`config.mk`:
```
export PLATFORM = sky130hd
export DESIGN_NAME = seven_segment_scanner
export DESIGN_NICKNAME = d
export VERILOG_FILES = /design/src/rtl/seven_segment_pkg.sv /design/src/rtl/seven_segment_hex_decoder.sv /design/src/rtl/seven_segment_scanner.sv
export SDC_FILE = /design/constraint.sdc
export NUM_CORES = 1
export LEC_CHECK = 0
export CORE_ASPECT_RATIO = 0.6
export CORE_MARGIN = 4
export CORE_UTILIZATION = 43
export DETAILED_ROUTE_END_ITERATION = 10
export PLACE_DENSITY = 0.66
export SLEW_MARGIN = 5
export SYNTH_ARGS = -nofsm -noshare
export SYNTH_HDL_FRONTEND = slang
export SYNTH_SLANG_ARGS = --single-unit
```
`constraint.sdc`:
```
create_clock -name clk -period 5.8 [get_ports clk]
set_clock_uncertainty 0.2 [all_clocks]
set_input_delay 0.58 -clock clk [delete_from_list [all_inputs] [get_ports clk]]
set_output_delay 0.58 -clock clk [all_outputs]
set_load 0.005 [all_outputs]
```
`src/rtl/seven_segment_pkg.sv`:
```
// Shared definitions for the seven-segment scanner: segment type, hex glyph table
// and the nibble-to-glyph lookup.
package seven_segment_pkg;

    // Segment pattern, bit6 = a ... bit0 = g, active-high.
    typedef logic [6:0] seg7_t;

    localparam seg7_t GLYPHS [16] = '{
        7'b1111110,  // 0
        7'b0110000,  // 1
        7'b1101101,  // 2
        7'b1111001,  // 3
        7'b0110011,  // 4
        7'b1011011,  // 5
        7'b1011111,  // 6
        7'b1110000,  // 7
        7'b1111111,  // 8
        7'b1111011,  // 9
        7'b1110111,  // A
        7'b0011111,  // b
        7'b1001110,  // C
        7'b0111101,  // d
        7'b1001111,  // E
        7'b1000111   // F
    };

    function automatic seg7_t hex_to_seg(input logic [3:0] nib);
        return GLYPHS[nib];
    endfunction

endpackage

```
`src/rtl/seven_segment_hex_decoder.sv`:
```
// Combinational hex nibble to seven-segment glyph decoder.
module seven_segment_hex_decoder
    import seven_segment_pkg::*;
(
    input  logic [3:0] nibble,
    output seg7_t      seg
);

    // Pure table lookup on the currently scanned nibble.
    always_comb begin
        seg = hex_to_seg(nibble);
    end

endmodule

```
`src/rtl/seven_segment_scanner.sv`:
```
// Time-multiplexed seven-segment display scanner with per-frame input snapshot
// and an all-off guard interval after every digit switch.
// Optional feature: define SEVEN_SEGMENT_SCANNER_LEADING_ZERO_BLANK_EN to darken
// leading zero digits (digit 0 is never blanked).
module seven_segment_scanner
    import seven_segment_pkg::*;
#(
    parameter int clk_mhz    = 50,
    parameter int w_digit    = 6,
    parameter int refresh_hz = 1000,
    parameter int guard_cyc  = 4
)
(
    input  logic                   clk,
    input  logic                   rst_n,
    input  logic [4*w_digit-1:0]   number,
    input  logic [w_digit-1:0]     dots,
    input  logic [w_digit-1:0]     en,
    output logic [7:0]             abcdefgh,
    output logic [w_digit-1:0]     digit
);

    localparam int PERIOD = clk_mhz * 1_000_000 / (refresh_hz * w_digit);
    localparam int CNT_W  = (PERIOD > 1) ? $clog2(PERIOD) : 1;
    localparam int IDX_W  = (w_digit > 1) ? $clog2(w_digit) : 1;

    localparam logic [CNT_W-1:0] CNT_LAST = CNT_W'(PERIOD - 1);
    localparam logic [CNT_W-1:0] GUARD    = CNT_W'(guard_cyc);
    localparam logic [IDX_W-1:0] IDX_LAST = IDX_W'(w_digit - 1);

    // The guard interval must leave at least one lit cycle per digit slot.
    if (PERIOD <= guard_cyc + 1) begin : g_period_check
        $error("seven_segment_scanner: period %0d too short for guard_cyc %0d", PERIOD, guard_cyc);
    end

    logic [CNT_W-1:0]     cnt;
    logic [IDX_W-1:0]     idx;
    logic                 tick;
    logic [4*w_digit-1:0] number_s;
    logic [w_digit-1:0]   dots_s;
    logic [w_digit-1:0]   en_s;
    logic [3:0]           nib;
    seg7_t                seg;
    logic                 lit;
    logic                 dot;

    assign tick = (cnt == CNT_LAST);
    assign nib  = number_s[{idx, 2'b00} +: 4];

`ifdef SEVEN_SEGMENT_SCANNER_LEADING_ZERO_BLANK_EN
    // A digit is blank when it and every enabled digit above it hold zero.
    function automatic logic [w_digit-1:0] lz_blank(input logic [4*w_digit-1:0] nibs,
                                                      input logic [w_digit-1:0]   ens);
        logic [w_digit-1:0] b;
        logic               above_zero;
        b          = '0;
        above_zero = 1'b1;
        for (int i = w_digit - 1; i >= 1; i--) begin
            b[i] = above_zero && (nibs[4*i +: 4] == 4'h0);
            if (ens[i] && (nibs[4*i +: 4] != 4'h0)) above_zero = 1'b0;
        end
        return b;
    endfunction

    logic [w_digit-1:0] blank;
    assign blank = lz_blank(number_s, en_s);
    assign lit   = (cnt >= GUARD) && en_s[idx] && !blank[idx];
    assign dot   = dots_s[idx] && !blank[idx];
`else
    assign lit   = (cnt >= GUARD) && en_s[idx];
    assign dot   = dots_s[idx];
`endif

    seven_segment_hex_decoder u_dec (
        .nibble (nib),
        .seg    (seg)
    );

    // Slot counter and digit index; the index advances once per slot.
    always_ff @(posedge clk or negedge rst_n) begin
        if (!rst_n) begin
            cnt <= '0;
            idx <= '0;
        end else if (tick) begin
            cnt <= '0;
            idx <= (idx == IDX_LAST) ? '0 : idx + 1'b1;
        end else begin
            cnt <= cnt + 1'b1;
        end
    end

    // Inputs are captured only at the end of a frame so a frame never tears.
    always_ff @(posedge clk or negedge rst_n) begin
        if (!rst_n) begin
            number_s <= '0;
            dots_s   <= '0;
            en_s     <= '0;
        end else if (tick && (idx == IDX_LAST)) begin
            number_s <= number;
            dots_s   <= dots;
            en_s     <= en;
        end
    end

    // Registered display bus, one cycle behind cnt/idx.
    always_ff @(posedge clk or negedge rst_n) begin
        if (!rst_n) begin
            abcdefgh <= 8'h00;
            digit    <= '0;
        end else begin
            abcdefgh <= {seg, dot};
            digit    <= lit ? (w_digit'(1) << idx) : '0;
        end
    end

endmodule
```
==> results of run 1 <==
## layer usage
metal,GRT usage,vias to the layer above,part of all wire
met5,0,-,0
met4,0.0603,0,0.012
met3,0.0579,8,0.060
met2,0.200,53,0.38
met1,0.230,947,0.55
li1,-,968,-
## through the flow
stage          worst slack (ns)  total power, mW  cell area (µm²)  hold WS (ns)  cells
3_5_place_dp               2.83            0.512             3820         0.291    390
3_3_place_gp               2.92            0.513             3820         0.284    390
5_1_grt                    2.57             1.08             4130         0.313    406
4_1_cts                    2.80             1.06             4130         0.267    406
6_report                   2.81             1.05             4130         0.237    406
2_1_floorplan              3.22            0.477             3270        0.0844    242
## registers in the layout (all words and copies together) (netlist names)
register / count
abcdefgh: 8
en_s: 6
dots_s: 6
digit: 6
number_s: 24
idx: 3
cnt: 14
## cells in the final DEF (no fill, tap or decap), types with 2 or more instances in the layout
cell	count
sky130_fd_sc_hd__nor3_1	5
sky130_fd_sc_hd__mux2i_1	14
sky130_fd_sc_hd__and2_1	2
sky130_fd_sc_hd__nand2_1	9
sky130_fd_sc_hd__nand3_1	6
sky130_fd_sc_hd__clkbuf_16	9
sky130_fd_sc_hd__mux2_2	9
sky130_fd_sc_hd__mux4_2	4
sky130_fd_sc_hd__dfrtp_1	67
sky130_fd_sc_hd__mux2_4	30
sky130_fd_sc_hd__or3_4	2
sky130_fd_sc_hd__nor2_1	17
sky130_fd_sc_hd__nand2b_1	2
sky130_fd_sc_hd__nand4_1	4
sky130_fd_sc_hd__or3_1	2
sky130_fd_sc_hd__o21ai_0	5
sky130_fd_sc_hd__xor2_1	4
sky130_fd_sc_hd__a31oi_1	3
sky130_fd_sc_hd__buf_4	2
sky130_fd_sc_hd__clkinvlp_4	2
sky130_fd_sc_hd__inv_1	9
sky130_fd_sc_hd__xnor2_1	9
sky130_fd_sc_hd__clkdlybuf4s50_1	50
sky130_fd_sc_hd__ha_1	10
sky130_fd_sc_hd__clkinv_2	2
sky130_fd_sc_hd__nor4_1	2
sky130_fd_sc_hd__a22oi_1	3
sky130_fd_sc_hd__a21oi_1	2
## cell usage after synthesis (all sizes together)
cell and number:
a211oi 1, a21oi 2, a22oi 3, a31oi 3, and2 3, and4 1
buf 7, clkbuf 2, clkinv 1, dfrtp 67, ha 10, inv 9
mux2 39, mux2i 14, mux4 4, nand2 9, nand2b 2, nand3 6
nand3b 1, nand4 4, nor2 18, nor3 6, nor4 3, nor4b 1
o211ai 1, o21ai 5, o22ai 1, o31ai 1, or3 4, or4 1
xnor2 9, xor2 4
## worst reg2reg max path: cells and delay by family (launching register included)
| kind | cells | cell delay, ns |
|---|---|---|
| adders and majority gates | 1 | 0.25 |
| buffers and inverters | 1 | 0.16 |
| muxes | 2 | 0.87 |
| AOI/OAI and AO/OA | 2 | 0.57 |
| DFF | 1 | 0.85 |
## area by class of cell
| class | count | share of cell area |
|---|---|---|
| inverters | 10 | 0.00910 |
| multi-input cells | 156 | 0.354 |
| clock buffers | 10 | 0.0579 |
| well taps | 104 | 0.0315 |
| flip-flops and latches | 67 | 0.406 |
| clock inverters | 6 | 0.0155 |
| repair buffers | 53 | 0.126 |
## worst max-delay path by stage
stage / start / end / slack, ns
after floorplan: idx[0]$_DFFE_PN0N_ / abcdefgh[1]$_DFF_PN0_ / 3.22
after global placement: idx[0]$_DFFE_PN0N_ / abcdefgh[4]$_DFF_PN0_ / 2.92
after detailed placement: idx[0]$_DFFE_PN0N_ / abcdefgh[1]$_DFF_PN0_ / 2.83
after CTS: idx[0]$_DFFE_PN0N_ / abcdefgh[1]$_DFF_PN0_ / 2.80
after global routing: idx[0]$_DFFE_PN0N_ / abcdefgh[1]$_DFF_PN0_ / 2.57
final: idx[0]$_DFFE_PN0N_ / abcdefgh[1]$_DFF_PN0_ / 2.81
## where the power goes
part	internal, mW	switching [mW]	total, mW
clock	0.344	0.205	0.549
sequential	0.468	0	0.468
combinational	0.0222	0.0133	0.0356
## kinds of logic (layout without fill, tap and decap cells)
| group | count (synthesis) | after routing | share of synthesized area |
|---|---|---|---|
| xor gates and xnor gates | 13 | 13 | 0.0348 |
| buffers and inverters | 19 | 79 | 0.0413 |
| and+or+nand+nor | 59 | 59 | 0.102 |
| muxes | 57 | 57 | 0.239 |
| AOI/OAI and AO/OA | 17 | 17 | 0.0321 |
| DFF | 67 | 67 | 0.513 |
| adders and majority gates | 10 | 10 | 0.0383 |
==> results.env, run 1 <==
CLOCK_TREE.ROOT_CELL='sky130_fd_sc_hd__clkbuf_16'
CTS.REPORTEDPATHS.CLKPINSLEW_NS=0.06
CTS_TREE='done'
MULTI_INPUT_COMB_AREA_MM2=0.00146
DESIGN.CORE.AREA_MM2=0.00733
CTS_HTREE_LEVELS=3
GRT_START_MAX_NET_PINS=68
CRITICAL_PATH.ENDPOINT_TYPE='register'
STD_CELL_ROWS=24
HPWLAFTERDP_UM=4470
IR_DROP_mV=0.139
CRITICAL_PATH.REG2REG.STARTPOINT='idx[0]$_DFFE_PN0N_'
FINAL_PERIOD_MINUS_WORST_SETUP_SLACK_NS=2.99
WORST_SETUP_PATH_START_KIND='register'
RSZ0062_AT_GRT='false'
CTS_MADE_BUFFERS=9
FINALWEIGHTEDCONGESTION=0.803
ACHIEVABLE-FREQUENCY_MHz=334
SYN-CELL-AREA_MM2=0.00327
CTS.REPAIR.RESIZED=0
BOUNDARYPINS=52
HOLD_BUFFERS=0
DRC=0
FLOORPLAN.INITIALDENSITY=0.446
SYN_INST=242
VIAS_IN_THE_FIRST_GLOBAL_ROUTE=2032
OUTCOME='completed'
SLEW_VIOL_FINAL=0
FP.DIEAREA_MM2=0.00911
DETAIL_ROUTE.WIRELENGTH_UM=6420
DETAILEDROUTE.FIRSTPASSITERATIONCOUNT=5
POST_SYNTH_MAIN_AREA_CONTRIBUTORS='sky130_fd_sc_hd__dfrtp_1, sky130_fd_sc_hd__mux2_4, sky130_fd_sc_hd__mux2i_1'
DRIVE_GT1_FRAC=0.225
REGTOREGENDPOINT='abcdefgh[1]$_DFF_PN0_'
REGTOREGSETUPSLACK_NS=2.81
WORST_MIN_DELAY_PATH_CATEGORY='in -> async'
NFILLCELLS=628
DIEWIDTH_UM=121
PERIOD_SHARE=0.516
YOSYSWARNINGCOUNT=0
TIMING_HOLD_VIOLATIONS_FINAL=0
GRT_FIRST_PASS_WIRELENGTH_UM=10600
SYNTH.LIB_CELLS_USED.DISTINCT=40
YS_SEQ_ELEMENTS=67
YOSYSSEQAREASHARE=0.513
SYNTHDOMINANTCELLAREASHARE=0.513
SLOWEST_DELAY_NS=0.85
TIMING.MAX_SLEW.REL_SLACK=0.449
SETUP_BUFS_POST_CTS=0
INITIAL_ANTENNA_VIOLATION_COUNT=0
POWERDENSITY_mW_PER_MM2=255
INSERTION_DELAY_NS=0.33
POWER_LEAKAGE_nW=1.82
CTS.SINKS=67
FINAL_ROUTED_WIRE_LENGTH_DIVIDED_BY_CELL_COUNT_UM=15.8
AREA_GROWTH_PCT=26.2
FP.DIEH_UM=75.6
CTS-ROOT-TO-SINK-BUFFERS=2
TIMING.SETUP.CRITICAL_PATH_CLASS='reg -> reg'
FINAL.SETUP.TNS_NS=0
INSERTEDDIODECOUNT=0
DRC_VIOLATION_TOTAL_AFTER_THE_FIRST_TRITONROUTE_ITERATION=137
CORE_UTILIZATION_OF_THE_FINISHED_LAYOUT=0.563
TIMING.CRITICAL_PATH.CELLS='mux4_2 -> a21oi_1 -> inv_1 -> ha_1 -> mux2_2 -> a22oi_1'
WORST_PATH_BUFS_INVS=1
FINAL_NETS=345
CRITICAL_PATH_DEPTH=6
SYNTHESIS.NETS=290
SYNTH_AREA_PER_CELL_UM2=13.5
CP_TOP_FAMILY='multiplexers'
CP_DATA_REQUIRED_TIME_NS=5.85
DRV_CAP=0
WORST_REG2REG_PATH_DEPTH=6
GRT_USAGE=0.154
ARRIVAL_NS=3.04
STORAGE_CELL_AREA_MM2=0.00168
CRITPATHSLOWESTCELL='sky130_fd_sc_hd__dfrtp_1'
TIGHTESTPINTRANSITION_NS=0.827
DETAIL-ROUTE-ANTENNA-NETS=0
POST_DETAILED_ROUTE_VIA_TO_CELL_RATIO=4.87
DETAILROUTE.VIA_COUNT=1976
OVERFLOW=0
TIMING.CRITICAL_PATH.FANOUT_MAX=17
SYNTH_TOP_AREA_CELL='sky130_fd_sc_hd__dfrtp_1'
BUFFER_PORTS.INSERTED=51
FINALSETUPVIOLATIONS=0
Power figures use the tool's default switching activity.
==> run 2: changes to the inputs <==
Settings changed: PLACE_DENSITY 0.66 to 0.69.
Clock period 5.8 ns to 2.5 ns, I/O delays scaled along.
==> run 2 against run 1 <==
Compared with the run above:
- setup slack worse by 2.7 ns
- wire length grew 8.2%
- highest routed layer unchanged
- die area unchanged
- critical endpoint is now en_s[1]$_DFFE_PN0P_
- via count rose by 4.1%
==> results.env, run 2 (same netlist as run 1, synthesis figures left out) <==
LARGEST_REGISTER_FFS=24  # unchanged
STD_CELL_ROWS=24  # unchanged
TOTAL_POWER_mW=2.34  # +120%
DRC=0  # unchanged
DRIVE_GT1_FRAC=0.255  # +0.0296
DRV_CAP=0  # unchanged
FINAL_PERIOD_MINUS_WORST_SETUP_SLACK_NS=2.43  # -0.558 ns
LAYOUT.CELLS.MOST_COMMON_LIST='sky130_fd_sc_hd__dfrtp_1, sky130_fd_sc_hd__clkdlybuf4s50_1, sky130_fd_sc_hd__mux2_4'
CLOCK_TREE.ROOT_CELL='sky130_fd_sc_hd__clkbuf_16'
SEQ_POWER_SHARE=0.465  # +0.021
CTS_MADE_BUFFERS=9  # unchanged
AREA_GROWTH_PCT=29.8
VIAS_IN_THE_FIRST_GLOBAL_ROUTE=2153  # +6.0%
WORST_SETUP_PATH_START_KIND='register'
CTS.REPORTEDPATHS.CLKPINSLEW_NS=0.05  # about the same
STORAGE_CELL_AREA_MM2=0.00168  # unchanged
POST_DETAILED_ROUTE_VIA_TO_CELL_RATIO=4.92  # +1.2%
TOP_FLOP_REGS='number_s: 24 flops, cnt: 14 flops, abcdefgh: 8 flops'
OVERFLOW=0  # unchanged
POWER_LEAKAGE_nW=1.88  # +3.5%
CTS-ROOT-TO-SINK-BUFFERS=2  # unchanged
FINAL_ROUTED_WIRE_LENGTH_DIVIDED_BY_CELL_COUNT_UM=16.6  # +5.1%
BOUNDARYPINS=52  # unchanged
DETAILEDROUTE.FIRSTPASSITERATIONCOUNT=4  # -1
INITIAL_ANTENNA_VIOLATION_COUNT=0  # unchanged
P_CLK_FRAC=0.498  # -0.024
WORST_MIN_DELAY_PATH_CATEGORY='in -> async'
FINAL_NETS=357  # +3.5%
POWER.COMBINATIONAL.FRACTION=0.038  # +0.004
OUTCOME='completed'
CTS_HTREE_LEVELS=3  # unchanged
INTERNAL-POWER_mW=1.86  # +120%
MULTI_INPUT_COMB_AREA_MM2=0.00148  # +1.1%
LARGEST-REGISTER='number_s'
SLEW_VIOL_FINAL=0  # unchanged
TIMING.SETUP.CRITICAL_PATH_CLASS='reg -> reg'
FLOORPLAN.INITIALDENSITY=0.446  # unchanged
CTS.SINKS=67  # unchanged
CRITICAL_PATH.ENDPOINT_TYPE='register'
GRT_FIRST_PASS_WIRELENGTH_UM=11300  # +6.7%
POWERDENSITY_mW_PER_MM2=550  # +120%
DESIGN.CORE.AREA_MM2=0.00733  # unchanged
TOTAL_SWITCHING_POWER_mW=0.473  # +120%
FINAL_CELLS=418  # +3.0%
TIMING.MAX_SLEW.REL_SLACK=0.555  # +0.107
FP.DIEH_UM=75.6  # unchanged
TIGHTESTPINTRANSITION_NS=0.660  # -0.167 ns
SETUP_BUFS_POST_CTS=0  # unchanged
CTS_TREE='done'
MOSTFREQUENTLAYOUTCELL='sky130_fd_sc_hd__dfrtp_1'
HPWLAFTERDP_UM=4980  # +11%
BUFFER_PORTS.INSERTED=51  # unchanged
ARRIVAL_NS=2.44  # -0.60 ns
IR_DROP_mV=0.370  # +170%
DETAIL_ROUTE.WIRELENGTH_UM=6950  # +8.2%
CORE_UTILIZATION_OF_THE_FINISHED_LAYOUT=0.579  # +0.0161
TIMING_HOLD_VIOLATIONS_FINAL=0  # unchanged
DP_CELLS=401  # +2.8%
FINAL_DESIGN_AREA_NO_FILL_MM2=0.00424  # +2.9%
DIEWIDTH_UM=121  # unchanged
GRT_USAGE=0.165  # +0.0104
INSERTEDDIODECOUNT=0  # unchanged
GRT_START_MAX_NET_PINS=45  # -34%
PERIOD_SHARE=0.973  # +0.457
DETAILROUTE.VIA_COUNT=2058  # +4.1%
DETAIL-ROUTE-ANTENNA-NETS=0  # unchanged
POSTPLACECELLAREA_MM2=0.00395  # +3.2%
SWSHARE=0.202  # -0.00524
CP_DATA_REQUIRED_TIME_NS=2.50  # -3.35 ns
FINALSETUPVIOLATIONS=0  # unchanged
INSERTION_DELAY_NS=0.33  # about the same
ACHIEVABLE-FREQUENCY_MHz=411  # +23%
DRC_VIOLATION_TOTAL_AFTER_THE_FIRST_TRITONROUTE_ITERATION=181  # +32%
FINALWEIGHTEDCONGESTION=0.842  # +4.9%
TIMING.CRITICAL_PATH.FANOUT_MAX=17  # unchanged
NFILLCELLS=619  # -1.4%
FP.DIEAREA_MM2=0.00911  # unchanged
==> run 2: cell count changes in the layout (fill, tap and decap cells not counted), moves of 2 or more <==
cell	delta
sky130_fd_sc_hd__buf_4	+8
sky130_fd_sc_hd__buf_12	+3
sky130_fd_sc_hd__clkbuf_1	+3
sky130_fd_sc_hd__a21oi_1	-2
sky130_fd_sc_hd__a21oi_2	+2
sky130_fd_sc_hd__clkinvlp_4	-2
==> run 2: per-stage QoR <==
step | TNS [ns] | hold slack [ns] | setup WS (ns)
2_1_floorplan | 0 | -0.246 | 0.0236
3_3_place_gp | 0 | 0.0650 | 0.122
3_5_place_dp | 0 | 0.0807 | 0.0708
4_1_cts | 0 | 0.263 | 0.0655
5_1_grt | -0.0136 | 0.310 | -0.00699
6_report | 0 | 0.252 | 0.0676
==> run 2: path summary, 6_finish.rpt <==
kind | start | slack (ns) | to | cells after the start
hold / removal | rst_n | 0.25 | abcdefgh[2]$_DFF_PN0_ | 2
hold reg to reg | number_s[10]$_DFFE_PN0P_ | 0.31 | number_s[10]$_DFFE_PN0P_ | 1
setup reg to reg | cnt[4]$_DFF_PN0_ | 0.07 | en_s[1]$_DFFE_PN0P_ | 6
max in group asynchronous | rst_n | 1.21 | abcdefgh[0]$_DFF_PN0_ | 3
setup / recovery | cnt[4]$_DFF_PN0_ | 0.07 | en_s[1]$_DFFE_PN0P_ | 6
min in group clk | number_s[10]$_DFFE_PN0P_ | 0.31 | number_s[10]$_DFFE_PN0P_ | 1
==> run 2: critical path, stage by stage (launching register included) <==
cell                      delay [ns]
sky130_fd_sc_hd__dfrtp_1        0.44
sky130_fd_sc_hd__nor4_2         0.29
sky130_fd_sc_hd__nand2_1        0.14
sky130_fd_sc_hd__or3_4          0.46
sky130_fd_sc_hd__nor2_8         0.22
sky130_fd_sc_hd__buf_12         0.20
sky130_fd_sc_hd__mux2_2         0.35
==> run 2: cell type report <==
cell class                      count  area share
Inverter                           10     0.00884
Tap cell                          104      0.0307
Multi-Input combinational cell    156       0.348
Clock inverter                      2     0.00236
Clock buffer                       14      0.0622
Timing Repair Buffer               65       0.153
Sequential cell                    67       0.395
==> run 2: metal layers <==
| metal | up-vias | part of all wire | track usage |
|---|---|---|---|
| met4 | 0 | 0.011 | 0.0603 |
| met2 | 49 | 0.39 | 0.209 |
| met3 | 7 | 0.047 | 0.0519 |
| met1 | 1012 | 0.55 | 0.257 |
| li1 | 990 | - | - |
| met5 | - | 0 | 0 |
==> run 2: power groups by stage <==
stage / combinational (mW) / sequential (mW) / clock (mW)
floorplan: 0.00121 / 1.10 / 0
global placement: 0.0881 / 1.10 / 0
detailed placement: 0.0882 / 1.10 / 0
CTS: 0.0903 / 1.09 / 1.18
global route: 0.0961 / 1.08 / 1.24
finish: 0.0879 / 1.09 / 1.16
==> run 2: repair_timing <==
action	CTS	global route
endpoints found under the setup margin	0	7
hold buffers	1	0
endpoints found under the hold margin	23	0
gates resized for setup	0	3
==> run 3: changes to the inputs <==
Settings changed: PLACE_DENSITY 0.69 to unset, PLACE_DENSITY_LB_ADDON set to 0.15.
==> run 3 against run 2 <==
Compared with the run above:
- utilization grew 0.97 points
- first-iteration DRC count down 49%
- global-route usage increased by 0.48 points
- sequential power is essentially flat
- critical endpoint is now dots_s[5]$_DFFE_PN0P_
- combinational power fell by 2.5%
- critical path depth unchanged
- hold slack better by 0.015 ns
- cell count up 0.48%
- via count increased by 0.24%
- largest power group unchanged
==> results.env, run 3 (same netlist as run 1, synthesis figures left out) <==
AREA_GROWTH_PCT=31.9
FLOORPLAN.INITIALDENSITY=0.446  # unchanged
HPWLAFTERDP_UM=4940  # -0.78%
POWER.COMBINATIONAL.FRACTION=0.033  # -0.005
OVERFLOW=0  # unchanged
SLOWEST_DELAY_NS=0.46  # about the same
BOUNDARYPINS=52  # unchanged
GRT_USAGE=0.169  # +0.00484
CRITPATHSLOWESTCELL='sky130_fd_sc_hd__or3_4'
INSERTION_DELAY_NS=0.33  # about the same
GRT_FIRST_PASS_WIRELENGTH_UM=11600  # +3.3%
SEQ_POWER_SHARE=0.418  # -0.047
OUTCOME='completed'
LAYOUT.CELLS.MOST_COMMON_LIST='sky130_fd_sc_hd__dfrtp_1, sky130_fd_sc_hd__clkdlybuf4s50_1, sky130_fd_sc_hd__mux2_4'
CTS-ROOT-TO-SINK-BUFFERS=2  # unchanged
CTS_MADE_BUFFERS=9  # unchanged
VIAS_IN_THE_FIRST_GLOBAL_ROUTE=2152  # -0.046%
TIMING.SETUP.CRITICAL_PATH_CLASS='reg -> reg'
CRITICAL_PATH.ENDPOINT_TYPE='register'
POWER_LEAKAGE_nW=1.92  # +1.9%
DESIGN.CORE.AREA_MM2=0.00733  # unchanged
ARRIVAL_NS=2.35  # -0.09 ns
TIMING.CRITICAL_PATH.CELLS='nor4_2 -> nand2_1 -> or3_4 -> nor2_8 -> buf_12 -> mux2_2'
DRC_VIOLATION_TOTAL_AFTER_THE_FIRST_TRITONROUTE_ITERATION=92  # -49%
CTS_HTREE_LEVELS=3  # unchanged
SETUP_BUFS_POST_CTS=0  # unchanged
POST_DETAILED_ROUTE_VIA_TO_CELL_RATIO=4.91  # -0.23%
ACHIEVABLE-FREQUENCY_MHz=427  # +3.8%
TIMING.CRITICAL_PATH.FANOUT_MAX=20  # +3
WORST_PATH_BUFS_INVS=1  # unchanged
POWERDENSITY_mW_PER_MM2=601  # +9.3%
DRC=0  # unchanged
TIMING.MAX_SLEW.REL_SLACK=0.561  # +0.00547
FINAL_PERIOD_MINUS_WORST_SETUP_SLACK_NS=2.34  # -0.0892 ns
FP.DIEAREA_MM2=0.00911  # unchanged
FINAL_NETS=359  # +0.56%
FINAL.SETUP.TNS_NS=0  # unchanged
DETAIL-ROUTE-ANTENNA-NETS=0  # unchanged
LARGEST_REGISTER_FFS=24  # unchanged
WORST_SETUP_PATH_START_KIND='register'
FP.DIEH_UM=75.6  # unchanged
INITIAL_ANTENNA_VIOLATION_COUNT=0  # unchanged
FINAL_ROUTED_WIRE_LENGTH_DIVIDED_BY_CELL_COUNT_UM=16.5  # -0.98%
PERIOD_SHARE=0.937  # -0.0357
CTS.SINKS=67  # unchanged
DRV_CAP=0  # unchanged
STD_CELL_ROWS=24  # unchanged
CORE_UTILIZATION_OF_THE_FINISHED_LAYOUT=0.589  # +0.00973
TOP_FLOP_REGS='number_s: 24 flops, cnt: 14 flops, abcdefgh: 8 flops'
CTS.REPORTEDPATHS.CLKPINSLEW_NS=0.06  # about the same
P_CLK_FRAC=0.549  # +0.051
NFILLCELLS=616  # -0.48%
WORST_MIN_DELAY_PATH_CATEGORY='in -> async'
TIGHTESTPINTRANSITION_NS=0.652  # -0.00812 ns
GRT_START_MAX_NET_PINS=26  # -42%
TOTAL_POWER_mW=2.60  # +11%
FINALSETUPVIOLATIONS=0  # unchanged
MOSTFREQUENTLAYOUTCELL='sky130_fd_sc_hd__dfrtp_1'
DETAILEDROUTE.FIRSTPASSITERATIONCOUNT=6  # +2
FINALWEIGHTEDCONGESTION=0.794  # -5.7%
DRIVE_GT1_FRAC=0.263  # +0.00788
TOTAL_SWITCHING_POWER_mW=0.486  # +2.8%
DIEWIDTH_UM=121  # unchanged
CP_DATA_REQUIRED_TIME_NS=2.51  # about the same
INSERTEDDIODECOUNT=0  # unchanged
CP_TOP_FAMILY='simple AND/OR/NAND/NOR gates'
CLOCK_TREE.ROOT_CELL='sky130_fd_sc_hd__clkbuf_16'
DETAIL_ROUTE.WIRELENGTH_UM=6910  # -0.50%
INTERNAL-POWER_mW=2.11  # +13%
LARGEST-REGISTER='number_s'
SWSHARE=0.187  # -0.0152
SLEW_VIOL_FINAL=0  # unchanged
RSZ0062_AT_GRT='false'
STORAGE_CELL_AREA_MM2=0.00168  # about the same
BUFFER_PORTS.INSERTED=51  # unchanged
DETAILROUTE.VIA_COUNT=2063  # +0.24%
IR_DROP_mV=0.305  # -18%
MULTI_INPUT_COMB_AREA_MM2=0.00146  # -0.85%
TIMING_HOLD_VIOLATIONS_FINAL=0  # unchanged
CTS_TREE='done'
run 3: worst paths after layout:
path                                startpoint                  endpoint  slack [ns]  cells after the start
setup reg to reg              cnt[4]$_DFF_PN0_     dots_s[5]$_DFFE_PN0P_        0.16                      6
hold / removal                           rst_n  number_s[13]$_DFFE_PN0P_        0.27                      2
setup / recovery              cnt[4]$_DFF_PN0_     dots_s[5]$_DFFE_PN0P_        0.16                      6
min in group clk           en_s[1]$_DFFE_PN0P_       en_s[1]$_DFFE_PN0P_        0.30                      1
hold reg to reg            en_s[1]$_DFFE_PN0P_       en_s[1]$_DFFE_PN0P_        0.30                      1
max in group asynchronous                rst_n        idx[1]$_DFFE_PN0N_        1.10                      3
run 3: area by class of cell:
type,instances,share of cell area
timing repair buffer,67,0.154
sequential,67,0.389
tap,104,0.0302
clock inverter,7,0.0270
multi-input combinational,156,0.339
inverter,10,0.00870
clock buffer,9,0.0522
run 3: power groups by stage:
| stage | combinational, mW | clock, mW | sequential (mW) |
|---|---|---|---|
| global route | 0.0943 | 1.52 | 1.08 |
| CTS | 0.0885 | 1.47 | 1.08 |
| finish | 0.0857 | 1.42 | 1.09 |
| global placement | 0.0872 | 0 | 1.10 |
| floorplan | 0.00121 | 0 | 1.10 |
| detailed placement | 0.0871 | 0 | 1.10 |
run 3: timing repair:
item / 4_1_cts / 5_1_grt
gates resized for setup: 0 / 1
hold buffers: 1 / 0
endpoints found under the hold margin: 23 / 0
setup endpoints to repair: 0 / 1
run 3: per-layer routing:
metal | track usage | share of wire | routed length (µm) | up-vias
met5 | 0 | 0 | 0 | -
met4 | 0.0641 | 0.011 | 78 | 0
met3 | 0.0579 | 0.052 | 362 | 7
met2 | 0.234 | 0.40 | 2780 | 57
met1 | 0.246 | 0.53 | 3690 | 1002
li1 | - | - | - | 997
run 3: metrics by stage:
step	std cells	setup slack (ns)	area, µm²	hold WS (ns)
after floorplan	242	0.0236	3270	-0.246
after global placement	403	0.157	3960	0.0866
after detailed placement	403	0.153	3960	0.0897
after CTS	420	0.124	4310	0.271
after global routing	420	0.0109	4320	0.320
final	420	0.157	4320	0.266
